==> src/rtl/lab3_div_pkg.sv <==
// Shared definitions for the restoring divider: FSM state encoding and default operand width.
package lab3_div_pkg;

    localparam int DEF_WIDTH = 4;

    typedef enum logic [1:0] {
        IDLE = 2'b00,
        RUN  = 2'b01,
        DONE = 2'b10
    } div_state_e;

endpackage

==> src/rtl/lab3_borrow_sub_n.sv <==
// Parameterised ripple-borrow subtractor: Diff = X - Y - Bin, Bout is the borrow out of the MSB.
module lab3_borrow_sub_n #(
    parameter int N = 5
) (
    output logic [N-1:0] Diff,
    output logic         Bout,
    input  logic [N-1:0] X,
    input  logic [N-1:0] Y,
    input  logic         Bin
);

    logic [N:0] b;

    assign b[0] = Bin;

    genvar i;
    generate
        for (i = 0; i < N; i++) begin : g_bit
            assign Diff[i]  = X[i] ^ Y[i] ^ b[i];
            // Borrow when X < Y, or X == Y with an incoming borrow.
            assign b[i+1]   = (~X[i] & Y[i]) | (~(X[i] ^ Y[i]) & b[i]);
        end
    endgenerate

    assign Bout = b[N];

endmodule

==> src/rtl/lab3_restoring_divider_4_bit.sv <==
// Sequential unsigned restoring divider, one quotient bit per cycle, start/done handshake.
// Optional feature: define DIV_ZERO_CHECK_EN to short-circuit zero divisors and flag them on div_zero.
module lab3_restoring_divider_4_bit
    import lab3_div_pkg::*;
#(
    parameter int WIDTH = DEF_WIDTH
) (
    input  logic             clk,
    input  logic             rst_n,
    input  logic             start,
    input  logic [WIDTH-1:0] dividend,
    input  logic [WIDTH-1:0] divisor,
    output logic [WIDTH-1:0] quotient,
    output logic [WIDTH-1:0] remainder,
    output logic             busy,
    output logic             done,
    output logic             div_zero
);

    localparam int CW = (WIDTH > 1) ? $clog2(WIDTH) : 1;

    div_state_e       state, state_nxt;
    logic [WIDTH-1:0] q_reg;
    logic [WIDTH-1:0] d_reg;
    logic [WIDTH:0]   r_reg;
    logic [CW-1:0]    cnt;
    logic [WIDTH:0]   t;
    logic [WIDTH:0]   diff;
    logic             bout;
    logic             zero_hit;
    logic             last_iter;

    // Shift the partial remainder left and bring in the next dividend bit.
    assign t         = (r_reg << 1) | (WIDTH + 1)'(q_reg[WIDTH-1]);
    assign last_iter = (cnt == CW'(WIDTH - 1));

    lab3_borrow_sub_n #(.N(WIDTH + 1)) u_sub (
        .Diff (diff),
        .Bout (bout),
        .X    (t),
        .Y    ({1'b0, d_reg}),
        .Bin  (1'b0)
    );

`ifdef DIV_ZERO_CHECK_EN
    logic div_zero_r;

    assign zero_hit = (divisor == '0);
    assign div_zero = div_zero_r;

    always_ff @(posedge clk or negedge rst_n) begin
        if (!rst_n) begin
            div_zero_r <= 1'b0;
        end else if (state == IDLE && start) begin
            div_zero_r <= zero_hit;
        end
    end
`else
    assign zero_hit = 1'b0;
    assign div_zero = 1'b0;
`endif

    always_ff @(posedge clk or negedge rst_n) begin
        if (!rst_n) begin
            state <= IDLE;
        end else begin
            state <= state_nxt;
        end
    end

    always_comb begin
        state_nxt = state;
        case (state)
            IDLE:    if (start) state_nxt = zero_hit ? DONE : RUN;
            RUN:     if (last_iter) state_nxt = DONE;
            DONE:    state_nxt = IDLE;
            default: state_nxt = IDLE;
        endcase
    end

    always_ff @(posedge clk or negedge rst_n) begin
        if (!rst_n) begin
            q_reg     <= '0;
            d_reg     <= '0;
            r_reg     <= '0;
            cnt       <= '0;
            quotient  <= '0;
            remainder <= '0;
            done      <= 1'b0;
        end else begin
            done <= (state == DONE);
            case (state)
                IDLE: begin
                    if (start) begin
                        cnt   <= '0;
                        d_reg <= divisor;
                        if (zero_hit) begin
                            // Same values the full algorithm would reach with D = 0.
                            q_reg <= '1;
                            r_reg <= {1'b0, dividend};
                        end else begin
                            q_reg <= dividend;
                            r_reg <= '0;
                        end
                    end
                end
                RUN: begin
                    r_reg <= bout ? t : diff;
                    q_reg <= {q_reg[WIDTH-2:0], ~bout};
                    cnt   <= cnt + 1'b1;
                end
                DONE: begin
                    quotient  <= q_reg;
                    remainder <= r_reg[WIDTH-1:0];
                end
                default: ;
            endcase
        end
    end

    assign busy = (state == RUN);

endmodule

==> config.mk <==
export PLATFORM = sky130hd
export DESIGN_NAME = lab3_restoring_divider_4_bit
export DESIGN_NICKNAME = d
export VERILOG_FILES = /design/src/rtl/lab3_div_pkg.sv /design/src/rtl/lab3_borrow_sub_n.sv /design/src/rtl/lab3_restoring_divider_4_bit.sv
export SDC_FILE = /design/constraint.sdc
export NUM_CORES = 1
export LEC_CHECK = 0
export ABC_AREA = 1
export BUFFER_PORTS_ARGS = -buffer_cell sky130_fd_sc_hd__buf_2
export CAP_MARGIN = 20
export CORE_MARGIN = 2
export CORE_UTILIZATION = 55
export CTS_BUF_LIST = sky130_fd_sc_hd__clkbuf_2
export DETAILED_ROUTE_END_ITERATION = 6
export HOLD_SLACK_MARGIN = 0.05
export PLACE_DENSITY_LB_ADDON = 0.25
export SLEW_MARGIN = 5
export SYNTH_ARGS = -nofsm -noshare
export SYNTH_HDL_FRONTEND = slang
export SYNTH_SLANG_ARGS = --single-unit
==> constraint.sdc <==
create_clock -name clk -period 4.8 [get_ports clk]
set_clock_uncertainty 0.05 [all_clocks]
set_input_delay 0.96 -clock clk [delete_from_list [all_inputs] [get_ports clk]]
set_output_delay 0.96 -clock clk [all_outputs]
set_load 0.03 [all_outputs]
Word level (Yosys, flattened, before mapping) --
Cells that the tools add are included.
Storage, ports and cells: bits in read-only memories 0, bits in registers 25, output and inout bits 11, RAM bits 0, input port bits 11, bits in latches 0, word-level logic and storage cells 57, memories 0
Cells by class: bitwise logic cells 28, multiply operators 0, eq/ne operators 5, reduce and logical (&&, ||, !) cells 5, $lt $le $gt $ge 0, muxes and demuxes 10, add/sub/neg operators 1, divide/modulo/power cells 0, shift operators 0
Operator list (count):
- one-hot mux 4 bit (2 select lines) | 2
- two-way mux 4 bit | 3
- NOT 1 bit | 9
- AND 1 bit | 8
- one-hot mux 2 bit (2 select lines) | 2
- XOR 1 bit | 7
- two-way mux 2 bit | 3
- AND reduction 2 bit | 3
- bitwise OR 5 x 1 -> 5 bit | 1
- equality test 2 bit, second input constant | 2
- bitwise OR 1 bit | 3
- adder 2 x 1 -> 2 bit, second input constant | 1
- equality test 2 x 1 -> 1 bit, second input constant | 1
- logical NOT 2 bit | 1
- inequality test 2 x 1 -> 1 bit, second input constant | 1
- inequality test 2 bit, second input constant | 1
- nonzero test 2 bit | 1

Depth between registers and ports, before layout --
Gate-level depths: netlist of the first run.
depth in word-level cells 12, mapped depth 11, gate-level depth less buffers 11

By module --
A second synthesis of the first run with hierarchy kept.
Unflattened totals: cells, all modules 145, area total of the unflattened synthesis 1227.4 sq um
By module, submodules not included:
- lab3_restoring_divider_4_bit | seq. area each 625.6 sq um, area each 1082.3 sq um, instances 1, cells an instance 128
- lab3_borrow_sub_n | seq. area each 0.0 sq um, area each 145.1 sq um, instances 1, cells an instance 17

Worst setup path before layout of the first run --
OpenSTA, ideal clock, no wires.
path type register to register, from register q_reg[3], to register r_reg[0], period minus slack after synthesis 2.067 ns, arrival time 1.899 ns, data required time 4.632 ns, library setup time 0.118 ns, cell stages (with the launch flop) 12, path slack 2.733 ns, cells stage by stage dfrtp_1 inv_1 ha_1 inv_1 fa_1 inv_1 fa_1 fa_1 nand2_1 nand2_1 nand3_1 nand2_1
On the way: word-level cells in the longest chain between the ends 12, elaborated cells on any way between the ends 13, classes of those cells mux (2); bitwise (11)
Ends and longest elaborated chain:
- start, declared | RTL line lab3_restoring_divider_4_bit.sv:23 | logic [WIDTH-1:0] q_reg;
- start signal, assigned | RTL line lab3_restoring_divider_4_bit.sv:102 | q_reg <= dividend;
- start signal, assigned | RTL line lab3_restoring_divider_4_bit.sv:109 | q_reg <= {q_reg[WIDTH-2:0], ~bout};
- bitwise OR 5 x 1 -> 5 bit (*) | RTL line lab3_restoring_divider_4_bit.sv:34 | assign t = (r_reg << 1) | (WIDTH + 1)'(q_reg[WIDTH-1]);
- NOT 1 bit | RTL line lab3_borrow_sub_n.sv:21 | assign b[i+1] = (~X[i] & Y[i]) | (~(X[i] ^ Y[i]) & b[i]);
- AND 1 bit (2 in series) | RTL line lab3_borrow_sub_n.sv:21
- bitwise OR 1 bit | RTL line lab3_borrow_sub_n.sv:21
- AND 1 bit | RTL line lab3_borrow_sub_n.sv:21
- bitwise OR 1 bit | RTL line lab3_borrow_sub_n.sv:21
- AND 1 bit | RTL line lab3_borrow_sub_n.sv:21
- bitwise OR 1 bit | RTL line lab3_borrow_sub_n.sv:21
- AND 1 bit | RTL line lab3_borrow_sub_n.sv:21
- two-way mux 4 bit (*) | RTL line lab3_restoring_divider_4_bit.sv:108 | r_reg <= bout ? t : diff;
- one-hot mux 4 bit (2 select lines) (*) | RTL line lab3_restoring_divider_4_bit.sv:92 | case (state)
- end signal, assigned | RTL line lab3_restoring_divider_4_bit.sv:100 | r_reg <= {1'b0, dividend};
- end signal, assigned | RTL line lab3_restoring_divider_4_bit.sv:108
- end, declared | RTL line lab3_restoring_divider_4_bit.sv:25 | logic [WIDTH:0] r_reg;
Every way passes the cells marked *; elsewhere a longest branch is shown, timed or not. A chain may end at the register's enable or synchronous reset.

Worst setup path in the final report of the first run --
from register state[0], to output busy
On the way: word-level cells in the longest chain between the ends 1
Ends and longest elaborated chain:
- start, declared | RTL line lab3_restoring_divider_4_bit.sv:22 | div_state_e state, state_nxt;
- start signal, assigned | RTL line lab3_restoring_divider_4_bit.sv:67 | state <= state_nxt;
- equality test 2 x 1 -> 1 bit | RTL line lab3_restoring_divider_4_bit.sv:121 | assign busy = (state == RUN);
- end, declared | RTL line lab3_restoring_divider_4_bit.sv:15 | output logic busy,
No other way between the ends.

==> results of run 1 <==
-- layer usage --
metal  vias up  wire (um)  global-route usage
met5         -          0                   0
met4         0         57               0.108
met3         6        163              0.0357
met2        45        970               0.329
met1       443        979               0.267
li1        467          -                   -
-- layout make-up --
type / instances / area share
sequential: 25 / 0.481
inverter: 19 / 0.0548
timing repair buffer: 20 / 0.0769
multi-input combinational: 88 / 0.346
tap: 27 / 0.0260
clock buffer: 4 / 0.0154
-- layout by cell type, fill, tap and decap left out, types with 2 or more instances in the layout --
cell type	count
sky130_fd_sc_hd__buf_2	20
sky130_fd_sc_hd__o21ai_0	9
sky130_fd_sc_hd__fa_1	3
sky130_fd_sc_hd__dfrtp_1	25
sky130_fd_sc_hd__nor2_1	3
sky130_fd_sc_hd__nand2_1	38
sky130_fd_sc_hd__clkbuf_2	4
sky130_fd_sc_hd__nand3_1	29
sky130_fd_sc_hd__ha_1	2
sky130_fd_sc_hd__inv_1	19
-- metrics by stage --
step / util / instances / total power, mW / hold slack (ps) / area [sq um]
final: 0.657 / 183 / 0.968 / 457 / 1300
after global routing: 0.657 / 183 / 1.07 / 480 / 1300
after CTS: 0.657 / 183 / 0.972 / 459 / 1300
after detailed placement: 0.646 / 179 / 0.891 / 410 / 1280
after global placement: 0.646 / 179 / 0.859 / 409 / 1280
after floorplan: - / 136 / 0.758 / 392 / 1180
-- worst max-delay path: cells and delay by family, from the launching register on --
family        cells  cell delay (ps)
buf+inv           2              350
simple gates      1              260
flops             1              470
-- logic make-up after synthesis --
family	synth area share
buffers and inverters	0.0870
flip-flops	0.531
AND/OR/NAND/NOR	0.264
adder cells (fa/ha/maj)	0.0722
AO/OA/AOI/OAI	0.0425
other	0.00318
-- path summary, 6_finish.rpt --
kind / from / endpoint / depth (start not counted)
max in group asynchronous: rst_n / cnt[0] / 1
min in group asynchronous: rst_n / remainder[3] / 1
min reg2reg: quotient[0] / quotient[0] / 2
max reg2reg: q_reg[3] / r_reg[2] / 11
max: state[0] / busy / 3
min: quotient[0] / quotient[0] / 2
-- power groups by stage --
stage | registers (mW) | clock network [mW] | logic [mW]
2_1_floorplan | 0.432 | 0 | 0.326
3_3_place_gp | 0.373 | 0 | 0.486
3_5_place_dp | 0.378 | 0 | 0.513
4_1_cts | 0.372 | 0.0840 | 0.516
5_1_grt | 0.386 | 0.0960 | 0.590
6_report | 0.372 | 0.0825 | 0.514
==> metrics.txt, run 1 <==
# TYPE chip_impl_metric gauge
chip_impl_metric{name="ir_worst_vdd",unit="uV"} 369
chip_impl_metric{name="power_density",unit="nW/um^2"} 744
chip_impl_info{name="synth.top_cells.by_count",value="sky130_fd_sc_hd__nand2_1, sky130_fd_sc_hd__nand3_1, sky130_fd_sc_hd__dfrtp_1"} 1
chip_impl_metric{name="slowest_delay",unit="ps"} 470
chip_impl_metric{name="synth.avg_cell_area",unit="sq um"} 8.67
chip_impl_metric{name="sequential_cell_area_in_the_final_layout",unit="sq um"} 626
chip_impl_info{name="crit_type",value="reg -> out"} 1
chip_impl_metric{name="synth.cell_area",unit="sq um"} 1180
chip_impl_metric{name="antenna_found_initial",unit=""} 0
chip_impl_metric{name="setup.reg_to_reg.worst_slack",unit="ps"} 2490
chip_impl_metric{name="synthesis.yosys.warnings",unit=""} 0
chip_impl_info{name="result_of_the_run",value="finished clean"} 1
chip_impl_info{name="critical_path.slowest_cell",value="sky130_fd_sc_hd__dfrtp_1"} 1
chip_impl_metric{name="detail_route.wirelength",unit="um"} 2170
chip_impl_metric{name="net-switching-power",unit="mW"} 0.465
chip_impl_info{name="synth-main-ff-cell",value="sky130_fd_sc_hd__dfrtp_1"} 1
chip_impl_metric{name="grt_usage",unit=""} 0.205
chip_impl_metric{name="setup_tns",unit="ps"} 0
chip_impl_metric{name="yosys.cell_types.count",unit=""} 15
chip_impl_metric{name="clk_path_buf_depth",unit=""} 2
chip_impl_metric{name="finalWeightedCongestion",unit=""} 0.906
chip_impl_info{name="cell_accounting_for_the_most_synthesized_area",value="sky130_fd_sc_hd__dfrtp_1"} 1
chip_impl_metric{name="yosysSeqAreaShare",unit=""} 0.531
chip_impl_metric{name="floorplan.die.height",unit="um"} 50.3
chip_impl_metric{name="wire_length_of_the_first_global_routing_pass",unit="um"} 3830
chip_impl_metric{name="switching_share",unit=""} 0.480
chip_impl_metric{name="postSynth.asyncResetShare",unit=""} 1.00
chip_impl_metric{name="via_count",unit=""} 961
chip_impl_metric{name="netlist.area_leader.share",unit=""} 0.531
chip_impl_metric{name="drv_slew",unit=""} 0
chip_impl_metric{name="post_cts_buffers",unit=""} 0
chip_impl_metric{name="clock_latency",unit="ps"} 340
chip_impl_metric{name="final.period_utilization",unit=""} 0.507
chip_impl_metric{name="port_buffers",unit=""} 20
chip_impl_metric{name="cts.clk_slew.worst_paths",unit="ps"} 220
chip_impl_metric{name="p_clk_frac",unit=""} 0.085
chip_impl_metric{name="cts_hold_buffers",unit=""} 0
chip_impl_metric{name="fmaxAchievable",unit="GHz"} 0.411
chip_impl_metric{name="synth.ff_latch_count",unit=""} 25
chip_impl_metric{name="floorplan.io_pins",unit=""} 22
chip_impl_info{name="synthMostInstantiatedCell",value="sky130_fd_sc_hd__nand2_1"} 1
chip_impl_metric{name="drc_errors",unit=""} 0
chip_impl_metric{name="syn2layout_area_growth",unit="%"} 10.4
chip_impl_metric{name="layout-drive-gt1-share",unit=""} 0.167
chip_impl_metric{name="design.die.area",unit="sq um"} 2530
chip_impl_metric{name="internal-power",unit="mW"} 0.503
chip_impl_metric{name="timing.max_slew.rel_slack",unit=""} 0.648
chip_impl_metric{name="initial_core_utilization",unit=""} 0.595
chip_impl_info{name="critPathCaptureType",value="output pin"} 1
chip_impl_metric{name="number_of_cts_inserted_buffers",unit=""} 3
chip_impl_metric{name="final.min_clock_period",unit="ps"} 2440
chip_impl_metric{name="worst_ep_arrival_time",unit="ps"} 1430
chip_impl_metric{name="drt_pass1_iterations",unit=""} 4
chip_impl_info{name="unrepaired_setup_endpoints_after_global_routing",value="false"} 1
chip_impl_metric{name="combPwrFrac",unit=""} 0.530
chip_impl_metric{name="worst_ep_required_time",unit="ps"} 3790
chip_impl_metric{name="die_w",unit="um"} 50.3
chip_impl_metric{name="preCtsSetupSlack",unit="ps"} 2530
chip_impl_metric{name="first_global_vias",unit=""} 875
chip_impl_info{name="cp_cell_sequence",value="inv_1 > nor2_2 > buf_2"} 1
chip_impl_metric{name="syn_nets",unit=""} 152
chip_impl_metric{name="worst-path-max-fanout",unit=""} 8
chip_impl_metric{name="power.sequential.fraction",unit=""} 0.384
chip_impl_metric{name="synth-edff-count",unit=""} 0
chip_impl_metric{name="routed_wire_length_per_instance",unit="um"} 11.9
chip_impl_metric{name="global_route.overflow_total",unit=""} 0
chip_impl_info{name="cts-root-buf",value="sky130_fd_sc_hd__clkbuf_2"} 1
chip_impl_metric{name="report.final.hold_viol_count",unit=""} 0
chip_impl_metric{name="num_antenna_cells",unit=""} 0
chip_impl_metric{name="maxCapViolCount",unit=""} 0
chip_impl_metric{name="design.final.nets",unit=""} 173
chip_impl_metric{name="synth_cells",unit=""} 136
chip_impl_metric{name="endpoints_failing_setup",unit=""} 0
chip_impl_metric{name="dp.final_hpwl",unit="um"} 1650
chip_impl_metric{name="fp.coreArea",unit="sq um"} 1980
chip_impl_metric{name="least_margin_pin_slew",unit="ps"} 528
chip_impl_metric{name="tritoncts_num_sinks",unit=""} 25
chip_impl_metric{name="avgViaCountPerCell",unit=""} 5.25
chip_impl_metric{name="clock_tree.htree_level_count",unit=""} 1
chip_impl_metric{name="grt_start_max_net_pins",unit=""} 26
chip_impl_metric{name="finalWorstSetupSlack",unit="ps"} 2360
chip_impl_info{name="cts_tree",value="done"} 1
chip_impl_metric{name="count_of_instances_resized_after_the_clock_tree_is_built",unit=""} 0
chip_impl_info{name="start_kind",value="register"} 1
chip_impl_metric{name="static-leakage-power",unit="nW"} 0.737
chip_impl_metric{name="route.antenna.remaining_nets",unit=""} 0
chip_impl_info{name="synthTopCellsByArea",value="sky130_fd_sc_hd__dfrtp_1, sky130_fd_sc_hd__nand3_1, sky130_fd_sc_hd__nand2_1"} 1
chip_impl_metric{name="final.fill_count",unit=""} 175
chip_impl_info{name="worstHoldPathType",value="reg -> reg"} 1
chip_impl_metric{name="row_count",unit=""} 16
chip_impl_metric{name="drt_iter0_markers",unit=""} 39
chip_impl_metric{name="multiInputGateArea",unit="sq um"} 450
Power figures use the tool's default switching activity.
==> inputs of run 2 (changes only) <==
--- a/config.mk
+++ b/config.mk
@@ -5,7 +5,7 @@
 export SDC_FILE = /design/constraint.sdc
 export NUM_CORES = 1
 export LEC_CHECK = 0
-export ABC_AREA = 1
+export ABC_AREA = 0
 export BUFFER_PORTS_ARGS = -buffer_cell sky130_fd_sc_hd__buf_2
 export CAP_MARGIN = 20
 export CORE_MARGIN = 2
==> constraint.sdc (replaced) <==
create_clock -name clk -period 2.3 [get_ports clk]
set_clock_uncertainty 0.05 [all_clocks]
set_input_delay 0.46 -clock clk [delete_from_list [all_inputs] [get_ports clk]]
set_output_delay 0.46 -clock clk [all_outputs]
set_load 0.03 [all_outputs]
==> run 2 against run 1 <==
Against the previous run:
- the flow now finishes with violations (setup timing)
- via count decreased by 19%
- register-to-register slack got worse by 2500 ps
- die area increased by 4.2%
- area after synthesis increased by 4.6%
- worst hold slack got worse by 180 ps
- count of clock-buffer cells in the layout decreased by 1
- critical path type is now reg -> reg
- worst setup slack got worse by 2400 ps
- sequential cell count unchanged
- total power increased by 120%
- global-route usage decreased by 2.4 points
- first-iteration DRC count decreased by 77%
- cell area increased by 7.8%
- critical endpoint is now r_reg[1]
==> metrics.txt, run 2 <==
# TYPE chip_impl_metric gauge
chip_impl_metric{name="drt_pass1_iterations",unit=""} 4
chip_impl_info{name="worstHoldPathType",value="in -> reg"} 1
chip_impl_metric{name="count_of_placed_standard_cells_including_taps",unit=""} 139
chip_impl_metric{name="syn2layout_area_growth",unit="%"} 13.8
chip_impl_metric{name="fmaxAchievable",unit="GHz"} 0.433
chip_impl_metric{name="design.final.nets",unit=""} 135
chip_impl_metric{name="tritoncts_num_sinks",unit=""} 25
chip_impl_metric{name="cts.clk_slew.worst_paths",unit="ps"} 220
chip_impl_metric{name="endpoints_failing_setup",unit=""} 1
chip_impl_metric{name="fp.coreArea",unit="sq um"} 2170
chip_impl_metric{name="global_route.overflow_total",unit=""} 0
chip_impl_metric{name="preCtsSetupSlack",unit="ps"} -9.40
chip_impl_metric{name="avgViaCountPerCell",unit=""} 5.32
chip_impl_metric{name="row_count",unit=""} 17
chip_impl_metric{name="floorplan.io_pins",unit=""} 22
chip_impl_metric{name="final.period_utilization",unit=""} 1.00
chip_impl_metric{name="layout.cells.non_filler",unit=""} 146
chip_impl_metric{name="maxCapViolCount",unit=""} 0
chip_impl_metric{name="drt_iter0_markers",unit=""} 9
chip_impl_metric{name="number_of_cts_inserted_buffers",unit=""} 3
chip_impl_info{name="result_of_the_run",value="complete, but fails checks"} 1
chip_impl_metric{name="report.final.hold_viol_count",unit=""} 0
chip_impl_metric{name="final_cell_area",unit="sq um"} 1400
chip_impl_metric{name="final.fill_count",unit=""} 189
chip_impl_info{name="crit_type",value="reg -> reg"} 1
chip_impl_info{name="cts_tree",value="done"} 1
chip_impl_metric{name="setup_tns",unit="ps"} -8.10
chip_impl_metric{name="worst-path-max-fanout",unit=""} 2
chip_impl_info{name="layout_commonest_cell",value="sky130_fd_sc_hd__dfrtp_1"} 1
chip_impl_metric{name="grt_start_max_net_pins",unit=""} 26
chip_impl_metric{name="placedInstanceArea",unit="sq um"} 1330
chip_impl_metric{name="num_antenna_cells",unit=""} 0
chip_impl_info{name="synth.top_cells.by_count",value="sky130_fd_sc_hd__dfrtp_1, sky130_fd_sc_hd__inv_1, sky130_fd_sc_hd__mux2_2"} 1
chip_impl_metric{name="synth.ff_latch_count",unit=""} 25
chip_impl_metric{name="via_count",unit=""} 777
chip_impl_info{name="cell_accounting_for_the_most_synthesized_area",value="sky130_fd_sc_hd__dfrtp_1"} 1
chip_impl_metric{name="ir_worst_vdd",unit="uV"} 947
chip_impl_metric{name="antenna_found_initial",unit=""} 0
chip_impl_metric{name="dp.final_hpwl",unit="um"} 1470
chip_impl_metric{name="clk_path_buf_depth",unit=""} 2
chip_impl_metric{name="netlist.area_leader.share",unit=""} 0.508
chip_impl_metric{name="synth_cells",unit=""} 95
chip_impl_metric{name="timing.max_slew.rel_slack",unit=""} 0.634
chip_impl_metric{name="routed_wire_length_per_instance",unit="um"} 13.4
chip_impl_metric{name="port_buffers",unit=""} 20
chip_impl_metric{name="finalWeightedCongestion",unit=""} 0.729
chip_impl_info{name="synthMostInstantiatedCell",value="sky130_fd_sc_hd__dfrtp_1"} 1
chip_impl_info{name="critPathCaptureType",value="register"} 1
chip_impl_metric{name="layout-drive-gt1-share",unit=""} 0.483
chip_impl_info{name="cts-root-buf",value="sky130_fd_sc_hd__clkbuf_2"} 1
chip_impl_info{name="synthTopCellsByArea",value="sky130_fd_sc_hd__dfrtp_1, sky130_fd_sc_hd__mux2_2, sky130_fd_sc_hd__fa_1"} 1
chip_impl_metric{name="clock_tree.htree_level_count",unit=""} 1
chip_impl_metric{name="first_global_vias",unit=""} 751
chip_impl_metric{name="drv_slew",unit=""} 0
chip_impl_info{name="synth-main-ff-cell",value="sky130_fd_sc_hd__dfrtp_1"} 1
chip_impl_metric{name="yosys.cell_types.count",unit=""} 29
chip_impl_metric{name="power_density",unit="nW/um^2"} 1520
chip_impl_metric{name="final.min_clock_period",unit="ps"} 2310
chip_impl_metric{name="route.antenna.remaining_nets",unit=""} 0
chip_impl_metric{name="worst_ep_arrival_time",unit="ps"} 2530
chip_impl_metric{name="finalWorstSetupSlack",unit="ps"} -8.10
chip_impl_metric{name="design.die.area",unit="sq um"} 2640
chip_impl_metric{name="synth-edff-count",unit=""} 0
chip_impl_info{name="unrepaired_setup_endpoints_after_global_routing",value="true"} 1
chip_impl_info{name="violated_checks",value="setup timing"} 1
chip_impl_metric{name="detail_route.wirelength",unit="um"} 1950
chip_impl_metric{name="least_margin_pin_slew",unit="ps"} 548
chip_impl_metric{name="static-leakage-power",unit="nW"} 0.701
chip_impl_metric{name="clock_latency",unit="ps"} 350
chip_impl_metric{name="grt_usage",unit=""} 0.181
chip_impl_metric{name="synthesis.yosys.warnings",unit=""} 0
chip_impl_info{name="commonest_cells_after_routing_fill_and_taps_aside",value="sky130_fd_sc_hd__dfrtp_1, sky130_fd_sc_hd__buf_2, sky130_fd_sc_hd__mux2_2"} 1
chip_impl_metric{name="die_w",unit="um"} 51.3
chip_impl_metric{name="initial_core_utilization",unit=""} 0.568
chip_impl_metric{name="worst_ep_required_time",unit="ps"} 2520
chip_impl_metric{name="postSynth.asyncResetShare",unit=""} 1.00
chip_impl_metric{name="synth.avg_cell_area",unit="sq um"} 13.0
chip_impl_metric{name="drc_errors",unit=""} 0
chip_impl_metric{name="yosysSeqAreaShare",unit=""} 0.508
chip_impl_info{name="start_kind",value="register"} 1
chip_impl_metric{name="floorplan.die.height",unit="um"} 51.3
chip_impl_metric{name="utilization_of_the_core_after_routing",unit=""} 0.646
chip_impl_metric{name="syn_nets",unit=""} 111
chip_impl_metric{name="synth.cell_area",unit="sq um"} 1230
chip_impl_metric{name="wire_length_of_the_first_global_routing_pass",unit="um"} 3470
[run 2: path summary, 6_finish.rpt]
kind                              start            to  slack [ps]  cells after the start
setup / recovery               d_reg[0]      r_reg[1]          -8                      9
hold / removal               divisor[2]      d_reg[2]         280                      2
setup reg to reg               d_reg[0]      r_reg[1]          -8                      9
hold reg to reg            remainder[2]  remainder[2]         470                      2
max in group asynchronous         rst_n      d_reg[1]        1310                      2
min in group asynchronous         rst_n   quotient[3]         530                      2
[run 2: power breakdown]
| group | switching (mW) | total, mW | internal, mW |
|---|---|---|---|
| Sequential | 0.175 | 0.814 | 0.639 |
| Combinational | 0.552 | 1.15 | 0.603 |
| Clock | 0.131 | 0.170 | 0.0394 |
[run 2: final cells by class]
type	instances	area (sq um)	share of cell area
flip-flops and latches	25	626	0.446
multi-input cells	57	556	0.396
repair buffers	24	136	0.0972
well taps	28	35.0	0.0250
inverters	8	30.0	0.0214
clock buffers	3	15.0	0.0107
clock inverters	1	5.00	0.00357
[run 2: cells by family after synthesis]
family          Yosys count  synth area share
compound gates           20             0.117
fa+ha+maj                 5            0.0690
buf+inv                  13            0.0690
flops                    25             0.508
mux                      14             0.134
other cells               1           0.00304
simple gates             17             0.101
[run 2: worst max-delay path, cell delays in order (launching register included)]
cell	delay, ps
sky130_fd_sc_hd__dfrtp_1	470
sky130_fd_sc_hd__ha_4	170
sky130_fd_sc_hd__inv_2	40
sky130_fd_sc_hd__fa_2	180
sky130_fd_sc_hd__inv_2	40
sky130_fd_sc_hd__fa_2	330
sky130_fd_sc_hd__fa_2	350
sky130_fd_sc_hd__nor2b_4	140
sky130_fd_sc_hd__mux2_2	270
sky130_fd_sc_hd__a22o_2	200
[run 2: repair_timing]
action,4_1_cts,5_1_grt
endpoints found under the hold margin,25,0
pin swaps,0,1
hold buffers,1,0
endpoints found under the setup margin,2,5
resized for setup,2,7
buffers inserted,1,1
[run 2: layer usage]
| layer | vias to the layer above | GRT usage | share of wire | wire (um) |
|---|---|---|---|---|
| li1 | 373 | - | - | - |
| met1 | 376 | 0.265 | 0.48 | 932 |
| met2 | 26 | 0.271 | 0.47 | 911 |
| met3 | 2 | 0.0263 | 0.047 | 91 |
| met4 | 0 | 0.0789 | 0.0092 | 18 |
| met5 | - | 0 | 0 | 0 |
[run 2: stage by stage]
step | hold slack, ps | total power, mW
2_1_floorplan | 114 | 1.66
3_3_place_gp | 410 | 1.83
3_5_place_dp | 419 | 1.88
4_1_cts | 275 | 2.08
5_1_grt | 262 | 2.32
6_report | 278 | 2.14
